### config.mk
export PLATFORM = sky130hd
export DESIGN_NAME = pu_rom_fetch
export DESIGN_NICKNAME = d
export VERILOG_FILES = /design/src/rtl/pu_rom_fetch.sv
export SDC_FILE = /design/constraint.sdc
export NUM_CORES = 1
export LEC_CHECK = 0
export BUFFER_PORTS_ARGS = -buffer_cell sky130_fd_sc_hd__buf_4
export CORE_MARGIN = 5
export CORE_UTILIZATION = 43
export DETAILED_ROUTE_END_ITERATION = 6
export GPL_TIMING_DRIVEN = 1
export PLACE_DENSITY = 0.76
export SYNTH_ARGS = -nofsm -noshare
export SYNTH_HDL_FRONTEND = slang
export SYNTH_SLANG_ARGS = --single-unit
### constraint.sdc
create_clock -name clk -period 1.7 [get_ports clk]
set_clock_uncertainty 0.05 [all_clocks]
set_input_delay 0.085 -clock clk [delete_from_list [all_inputs] [get_ports clk]]
set_output_delay 0.085 -clock clk [all_outputs]
set_load 0.01 [all_outputs]
### src/rtl/pu_rom_fetch.sv
// pu_rom_fetch: processor-unit instruction ROM read port.
// Accepts word fetches on a req/ready handshake, drives LANES byte-wide ROM
// address lanes for ROM_LAT cycles and returns one little-endian word as a
// one-cycle valid/err pulse. Misaligned or out-of-range requests fault
// without enabling the ROM. flush_in aborts an in-flight fetch.
// Optional sequential prefetch buffer: define PU_ROM_PREFETCH_EN.
// Ports:
//   clk, rst                  clock, synchronous active-high reset
//   req_in, addr_in           fetch request and byte address
//   flush_in                  abort fetch, invalidate prefetch buffer
//   ready_out                 request can be accepted this cycle
//   valid_out, data_out, err_out   result pulse, word, fault flag
//   rom_en_out, rom_addr_out  ROM enable and flattened lane addresses
//   rom_data_in               flattened lane read data
module pu_rom_fetch #(
  parameter int unsigned ADDR_W  = 11,
  parameter int unsigned LANES   = 4,
  parameter int unsigned ROM_LAT = 1
) (
  input  logic                    clk,
  input  logic                    rst,
  input  logic                    req_in,
  input  logic [31:0]             addr_in,
  input  logic                    flush_in,
  output logic                    ready_out,
  output logic                    valid_out,
  output logic [8*LANES-1:0]      data_out,
  output logic                    err_out,
  output logic                    rom_en_out,
  output logic [LANES*ADDR_W-1:0] rom_addr_out,
  input  logic [8*LANES-1:0]      rom_data_in
);

  localparam int unsigned DW = 8 * LANES;
  localparam int unsigned RW = LANES * ADDR_W;
  localparam int unsigned LB = $clog2(LANES);
  localparam int unsigned CW = 3;

  localparam logic [1:0] S_IDLE  = 2'd0;
  localparam logic [1:0] S_WAIT  = 2'd1;
  localparam logic [1:0] S_DONE  = 2'd2;
  localparam logic [1:0] S_FAULT = 2'd3;

  logic [1:0]    state, state_nx;
  logic [CW-1:0] cnt;
  logic          accept_c, fault_c, go_c, capture_c;
  // prefetch hooks; tied off when the buffer is not built
  logic          hit_c, join_c, join_now_c, launch_c, pf_en_c;
  logic [CW-1:0] join_cnt_c;
  logic [DW-1:0] pf_word_c;
  logic [ADDR_W-1:0] launch_addr_c;

  // lane i reads base+i; alignment keeps all lanes inside one word
  function automatic logic [RW-1:0] lanes_of(input logic [ADDR_W-1:0] base);
    logic [RW-1:0] v;
    v = '0;
    for (int i = 0; i < LANES; i++) v[i*ADDR_W +: ADDR_W] = base + ADDR_W'(i);
    return v;
  endfunction

  assign accept_c  = req_in & ready_out & ~flush_in;
  assign fault_c   = (|addr_in[LB-1:0]) | (|(addr_in >> ADDR_W));
  assign go_c      = accept_c & ~fault_c;
  assign capture_c = (state == S_WAIT) && (cnt == CW'(0)) && !flush_in;

  // next-state logic
  always_comb begin
    state_nx = state;
    case (state)
      S_IDLE, S_DONE: begin
        if (accept_c) begin
          if (fault_c)                  state_nx = S_FAULT;
          else if (hit_c || join_now_c) state_nx = S_DONE;
          else                          state_nx = S_WAIT;
        end else begin
          state_nx = S_IDLE;
        end
      end
      S_WAIT: begin
        if (flush_in)              state_nx = S_IDLE;
        else if (cnt == CW'(0))    state_nx = S_DONE;
      end
      default: state_nx = S_IDLE;
    endcase
  end

  // state, counter and registered outputs
  always_ff @(posedge clk) begin
    if (rst) begin
      state        <= S_IDLE;
      cnt          <= '0;
      ready_out    <= 1'b0;
      valid_out    <= 1'b0;
      err_out      <= 1'b0;
      data_out     <= '0;
      rom_en_out   <= 1'b0;
      rom_addr_out <= '0;
    end else begin
      state      <= state_nx;
      ready_out  <= (state_nx == S_IDLE) || (state_nx == S_DONE);
      valid_out  <= (state_nx == S_DONE) || (state_nx == S_FAULT);
      err_out    <= (state_nx == S_FAULT);
      rom_en_out <= (state_nx == S_WAIT) || pf_en_c;

      if ((state == S_WAIT) && (cnt != CW'(0))) cnt <= cnt - CW'(1);

      if (go_c) begin
        // joining an in-flight prefetch keeps its lanes and remaining time
        if (join_c) begin
          cnt <= join_cnt_c;
        end else begin
          cnt          <= CW'(ROM_LAT - 1);
          rom_addr_out <= lanes_of(addr_in[ADDR_W-1:0]);
        end
      end else if (launch_c) begin
        rom_addr_out <= lanes_of(launch_addr_c);
      end

      if (capture_c)                         data_out <= rom_data_in;
      else if (accept_c && fault_c)          data_out <= '0;
      else if (go_c && (hit_c || join_now_c)) data_out <= pf_word_c;
    end
  end

`ifdef PU_ROM_PREFETCH_EN
  logic              pf_valid, pf_busy, pf_pend;
  logic [ADDR_W-1:0] pf_tag, pf_addr, pf_next, req_addr;
  logic [DW-1:0]     pf_data;
  logic [CW-1:0]     pf_cnt;
  logic [ADDR_W:0]   next_sum_c;

  assign hit_c      = pf_valid && (pf_tag == addr_in[ADDR_W-1:0]);
  assign join_c     = !hit_c && pf_busy && (pf_addr == addr_in[ADDR_W-1:0]);
  assign join_now_c = join_c && (pf_cnt == CW'(0));
  assign join_cnt_c = pf_cnt - CW'(1);
  assign launch_c   = (state == S_IDLE) && pf_pend && !pf_busy && !accept_c &&
                      !flush_in && !(pf_valid && (pf_tag == pf_next));
  assign pf_en_c    = launch_c ||
                      (pf_busy && (pf_cnt != CW'(0)) && !accept_c && !flush_in);
  assign launch_addr_c = pf_next;
  assign pf_word_c  = hit_c ? pf_data : rom_data_in;
  // carry out means the next word is beyond the ROM
  assign next_sum_c = {1'b0, req_addr} + (ADDR_W+1)'(LANES);

  // background read of the next sequential word into a one-word buffer
  always_ff @(posedge clk) begin
    if (rst) begin
      pf_valid <= 1'b0;
      pf_busy  <= 1'b0;
      pf_pend  <= 1'b0;
      pf_tag   <= '0;
      pf_addr  <= '0;
      pf_next  <= '0;
      pf_data  <= '0;
      pf_cnt   <= '0;
      req_addr <= '0;
    end else begin
      if (go_c) req_addr <= addr_in[ADDR_W-1:0];
      if (flush_in) begin
        pf_valid <= 1'b0;
        pf_busy  <= 1'b0;
        pf_pend  <= 1'b0;
      end else begin
        if (state == S_DONE) begin
          pf_pend <= !next_sum_c[ADDR_W];
          pf_next <= next_sum_c[ADDR_W-1:0];
        end else if (launch_c) begin
          pf_pend <= 1'b0;
        end
        if (launch_c) begin
          pf_busy <= 1'b1;
          pf_addr <= pf_next;
          pf_cnt  <= CW'(ROM_LAT - 1);
        end else if (pf_busy) begin
          if (accept_c) begin
            pf_busy <= 1'b0;
          end else if (pf_cnt == CW'(0)) begin
            pf_busy  <= 1'b0;
            pf_valid <= 1'b1;
            pf_tag   <= pf_addr;
            pf_data  <= rom_data_in;
          end else begin
            pf_cnt <= pf_cnt - CW'(1);
          end
        end
      end
    end
  end
`else
  assign hit_c         = 1'b0;
  assign join_c        = 1'b0;
  assign join_now_c    = 1'b0;
  assign launch_c      = 1'b0;
  assign pf_en_c       = 1'b0;
  assign join_cnt_c    = '0;
  assign pf_word_c     = '0;
  assign launch_addr_c = '0;
`endif

endmodule

[Yosys cells after proc, flatten, opt, wreduce, memory -nomap -nowiden]
Index checks and enable logic that the tools add are counted.
Word-level totals
  register bits after elaboration: 85
  input port bits: 68
  output and inout bits: 80
Cells by class
  add/sub/neg operators: 4
  equal/unequal tests: 5
  multiplexer cells: 7
  bitwise operators: 6
  reductions and logical operators: 16
Operator list (number)
  $mux W32: 2
  $add A11 B2 Y11 const B: 2
  $reduce_or A21 Y1: 1
  $add A11 B1 Y11 const B: 1
  $mux W2: 4
  $eq A2 B2 Y1 const B: 3
  $reduce_or A2 Y1: 3
  $eq A2 B1 Y1 const B: 2
  $logic_and A1 B1 Y1: 4
  $logic_not A2 Y1: 2
  $pmux W2 S2: 1
  $and A1 B1 Y1: 3
  $logic_not A3 Y1: 1
  $reduce_bool A3 Y1: 1
  $sub A3 B1 Y3 const B: 1
  $logic_or A1 B1 Y1: 2
  $not A1 Y1: 2
  $reduce_bool A2 Y1: 1
  $logic_not A1 Y1: 1
  $or A1 B1 Y1: 1

[Depth between registers and ports, before layout]
  depth in word-level cells: 7
  gate-level depth with buffers: 8

[Worst setup path after synthesis]
No wires, ideal clock.
  path kind: register to register
  start point: register cnt[0]
  end point: register data_out[10]
  arrival: 1.483 ns
  required time: 1.589 ns
  setup slack: 0.107 ns
  cell stages (with the launch flop): 8
  buffers on the path: 1
  period minus slack after synthesis: 1.593 ns
  path through: dfxtp_1 inv_1 ha_1 nand2b_1 or3_1 nor2_1 buf_2 a32o_1
On the way
  word-level cells in the longest chain between the ends: 4
  elaborated cells on any way between the ends: 5
  classes of those cells: mux: 1; reduce/logical: 4
Ends and longest elaborated chain
  start: declaration: line 45  | logic [CW-1:0] cnt;
  start signal: assignment: line 105  | if ((state == S_WAIT) && (cnt != CW'(0))) cnt <= cnt - CW'(1);
  start signal: assignment: line 110  | cnt <= join_cnt_c;
  start signal: assignment: line 112  | cnt <= CW'(ROM_LAT - 1);
  $logic_not A3 Y1 (*): line 64  | assign capture_c = (state == S_WAIT) && (cnt == CW'(0)) && !flush_in;
  $logic_and A1 B1 Y1 (*) (2 in series): line 64
  $mux W32 or $reduce_bool A2 Y1 (tied branches)
  end signal: assignment: line 119  | if (capture_c) data_out <= rom_data_in;
  end signal: assignment: line 121  | else if (go_c && (hit_c || join_now_c)) data_out <= pf_word_c;
  end: declaration: line 27  | output logic [8*LANES-1:0] data_out,
Every way passes the cells marked *; elsewhere a longest branch is shown, timed or not.
A chain may end at the register's enable or synchronous reset.

[Worst setup path in the final report]
  start point: register cnt[0]
  end point: register data_out[20]
The elaborated chain is that of the path after synthesis.

==> flow_summary.ini <==
[run_status]
status = finished, final reports clean

[timing]
finalCriticalPeriod_ns = 1.667
clock.fmax_ghz = 0.5998
slew_headroom = 0.7729
tightest_slew_ns = 0.3375
fin_setup_tns_ns = 0
slew_violations = 0
finalSetupViolCount = 0
hold_ws_ns = 0.01506
hold_violations = 0
period_share = 0.9806

[routing]
num_vias = 3728
route.met3.wl_um = 809
first_pass_iters = 4
wl_met2_um = 6184
avgViaCountPerCell = 5.648
ant_nets = 0
wl_met1_um = 4776
drtIter0Drc = 184
wl_um = 12110
routed.top_layer = met4
drc = 0
wire_per_inst_um = 18.34

[floorplanning]
rows = 33
core_um2 = 8134
initial_core_util = 0.4347
die_h_um = 100.7
die_w_um = 100.7
num_io_pins = 148
dieArea_um2 = 10140

[worst_setup_path]
worst-path-max-fanout = 8
critPathKind = reg -> reg
critPathLaunchType = register
crit_path_max_incr_delay_ns = 0.35
end_kind = register
cp_slowest_cell = or3_4
arrival_ns = 1.92
worst_path_dominant_cell_family = simple AND/OR/NAND/NOR gates
required_ns = 1.95
path_cells = inv_2, ha_4, nand2b_4, or3_4, nor2_4, clkbuf_16, a32o_1
crit_cells = 7
cp_num_buf_inv = 2
reg2reg_depth = 7

[cts]
cts.htree.levels = 3
cts_buffer_depth = 2
cts_sinks = 83
clkSlewWorstSetupHoldPaths_ns = 0.08
cts_root_buffer = clkbuf_8
cts_made_buffers = 9
insertion_delay_ns = 0.36
cts_tree = done

[final_layout]
finalNetCount = 623
final_core_util = 0.6648
finalNonFillerCells = 660
drive_above_1_share = 0.3574
area_growth_syn_to_layout_pct = 52.94
num-fill-cells = 629

[power]
finalPower_mw = 3.686
power.density_nw_per_um2 = 681.7
ir_worst_vdd_mv = 0.3643
leakage_nw = 2.164

[placement]
placed_cells = 604
gp_congestion = 0.8297
io_buffer_count = 147
dpl.hpwl_um = 8009

[synth]
synth-main-ff-cell = dfxtp_1
syn_area_per_cell_um2 = 9.404
synth_nets = 450
synth_top_area_cell = dfxtp_1
synth-seq-cells = 83
synth_top_area_frac = 0.4699
synthTopCellsByCount = dfxtp_1, a21oi_1, o21ai_0, a32o_1, nand3_1
ys_types = 40
syn_inst = 376
yosysWarningCount = 0
yosysMostFrequentCell = dfxtp_1
ys_seq_area_frac = 0.4699
mappedNetlistArea_um2 = 3536
async_flop_share = 0
synth_edf_count = 0
synth_area_leaders = dfxtp_1, a32o_1, a21oi_1, o21ai_0, nand3_1

[grt]
grt_overflow = 0
grt_pass1_wl_um = 18310
grt_use_total = 0.2277
grt_max_degree = 37
grt_pass1_vias = 3643
antenna_found_initial = 1

[hold_path]
min_path_cells = 3
hold_class = in -> reg

[job]
cap_violations = 0
## final cells by class
cell class | instances | area (um2) | area share
Antenna cell | 1 | 2.502 | 0.0004627
Clock buffer | 9 | 123.9 | 0.02291
Clock inverter | 7 | 51.30 | 0.009486
Inverter | 5 | 18.77 | 0.003471
Multi-Input combinational cell | 249 | 1715 | 0.3172
Sequential cell | 83 | 1664 | 0.3077
Tap cell | 105 | 131.4 | 0.02429
Timing Repair Buffer | 201 | 1700 | 0.3144
## sequential cells by signal, indices dropped and copies added (netlist names)
signal	flops
rom_en_out	1
data_out	32
cnt	3
state	2
valid_out	1
rom_addr_out	42
ready_out	1
err_out	1
## cell families (layout without fill, tap and decap cells)
| group | count (synthesis) | count (layout) | share of synthesized area |
|---|---|---|---|
| compound gates | 144 | 144 | 0.2696 |
| xor+xnor | 12 | 12 | 0.02972 |
| other cells | 0 | 1 | 0 |
| fa+ha+maj | 6 | 6 | 0.02123 |
| buf+inv | 44 | 222 | 0.05768 |
| simple gates | 86 | 86 | 0.1490 |
| flops | 83 | 83 | 0.4699 |
| mux | 1 | 1 | 0.002831 |
## report_power, final
group | internal [mW] | switching, mW | total [mW]
Clock | 0.540 | 0.751 | 1.29
Combinational | 0.233 | 0.198 | 0.431
Sequential | 1.96 | 0.00798 | 1.96
Total | 2.73 | 0.957 | 3.69
## cells in the final DEF (no fill, tap or decap), types with 3 or more instances in the layout
cell	synthesis	final
a21oi_1	46	46
inv_1	5	3
ha_1	6	5
xnor2_1	8	8
buf_4	5	157
o21ai_0	38	38
xor2_1	4	4
nand2_1	6	6
o21a_1	7	7
dfxtp_1	83	81
nor2_1	8	6
inv_6	0	3
a32o_1	32	32
clkbuf_8	0	9
and4_1	3	3
o211ai_1	10	10
nand3_1	29	28
dlygate4sd3_1	0	36
nor3_1	12	11
buf_12	0	5
nand4_1	4	4
nor4_1	5	5
a211oi_1	4	4
## stage by stage
stage | cell area, um2 | setup WS, ns
finish | 5408 | 0.03290
global route | 5408 | -0.01537
CTS | 5301 | 0.03410
detailed placement | 4766 | 0.05383
global placement | 4766 | 0.1154
floorplan | 3536 | 0.1066
## metal layers
metal	GRT usage	up-vias
met5	0	-
met4	0.09223	0
met3	0.06159	29
met2	0.3929	149
met1	0.2659	1779
li1	-	1771
## worst paths after layout
path | startpoint | slack [ns] | to
worst max register to register | cnt[0]$_SDFFE_PP0P_ | 0.03 | data_out[20]$_SDFFE_PP0P_
worst min register to register | rom_addr_out[9]$_SDFFE_PP0P_ | 0.43 | rom_addr_out[9]$_SDFFE_PP0P_
worst max-delay path | cnt[0]$_SDFFE_PP0P_ | 0.03 | data_out[20]$_SDFFE_PP0P_
worst min-delay path | addr_in[2] | 0.02 | rom_addr_out[35]$_SDFFE_PP0P_
## repair_timing
action / CTS / global route
setup buffers: 0 / 0
resized for setup: 0 / 11
hold endpoints to repair: 37 / 0
hold buffers: 36 / 0
setup endpoints to repair: 0 / 50
## worst register-to-register path: stages (launching register included)
cell       delay (ns)
dfxtp_2          0.33
inv_2            0.07
ha_4             0.16
nand2b_4         0.06
or3_4            0.35
nor2_4           0.24
clkbuf_16        0.21
a32o_1           0.13
(Power assumes the default switching activity.)
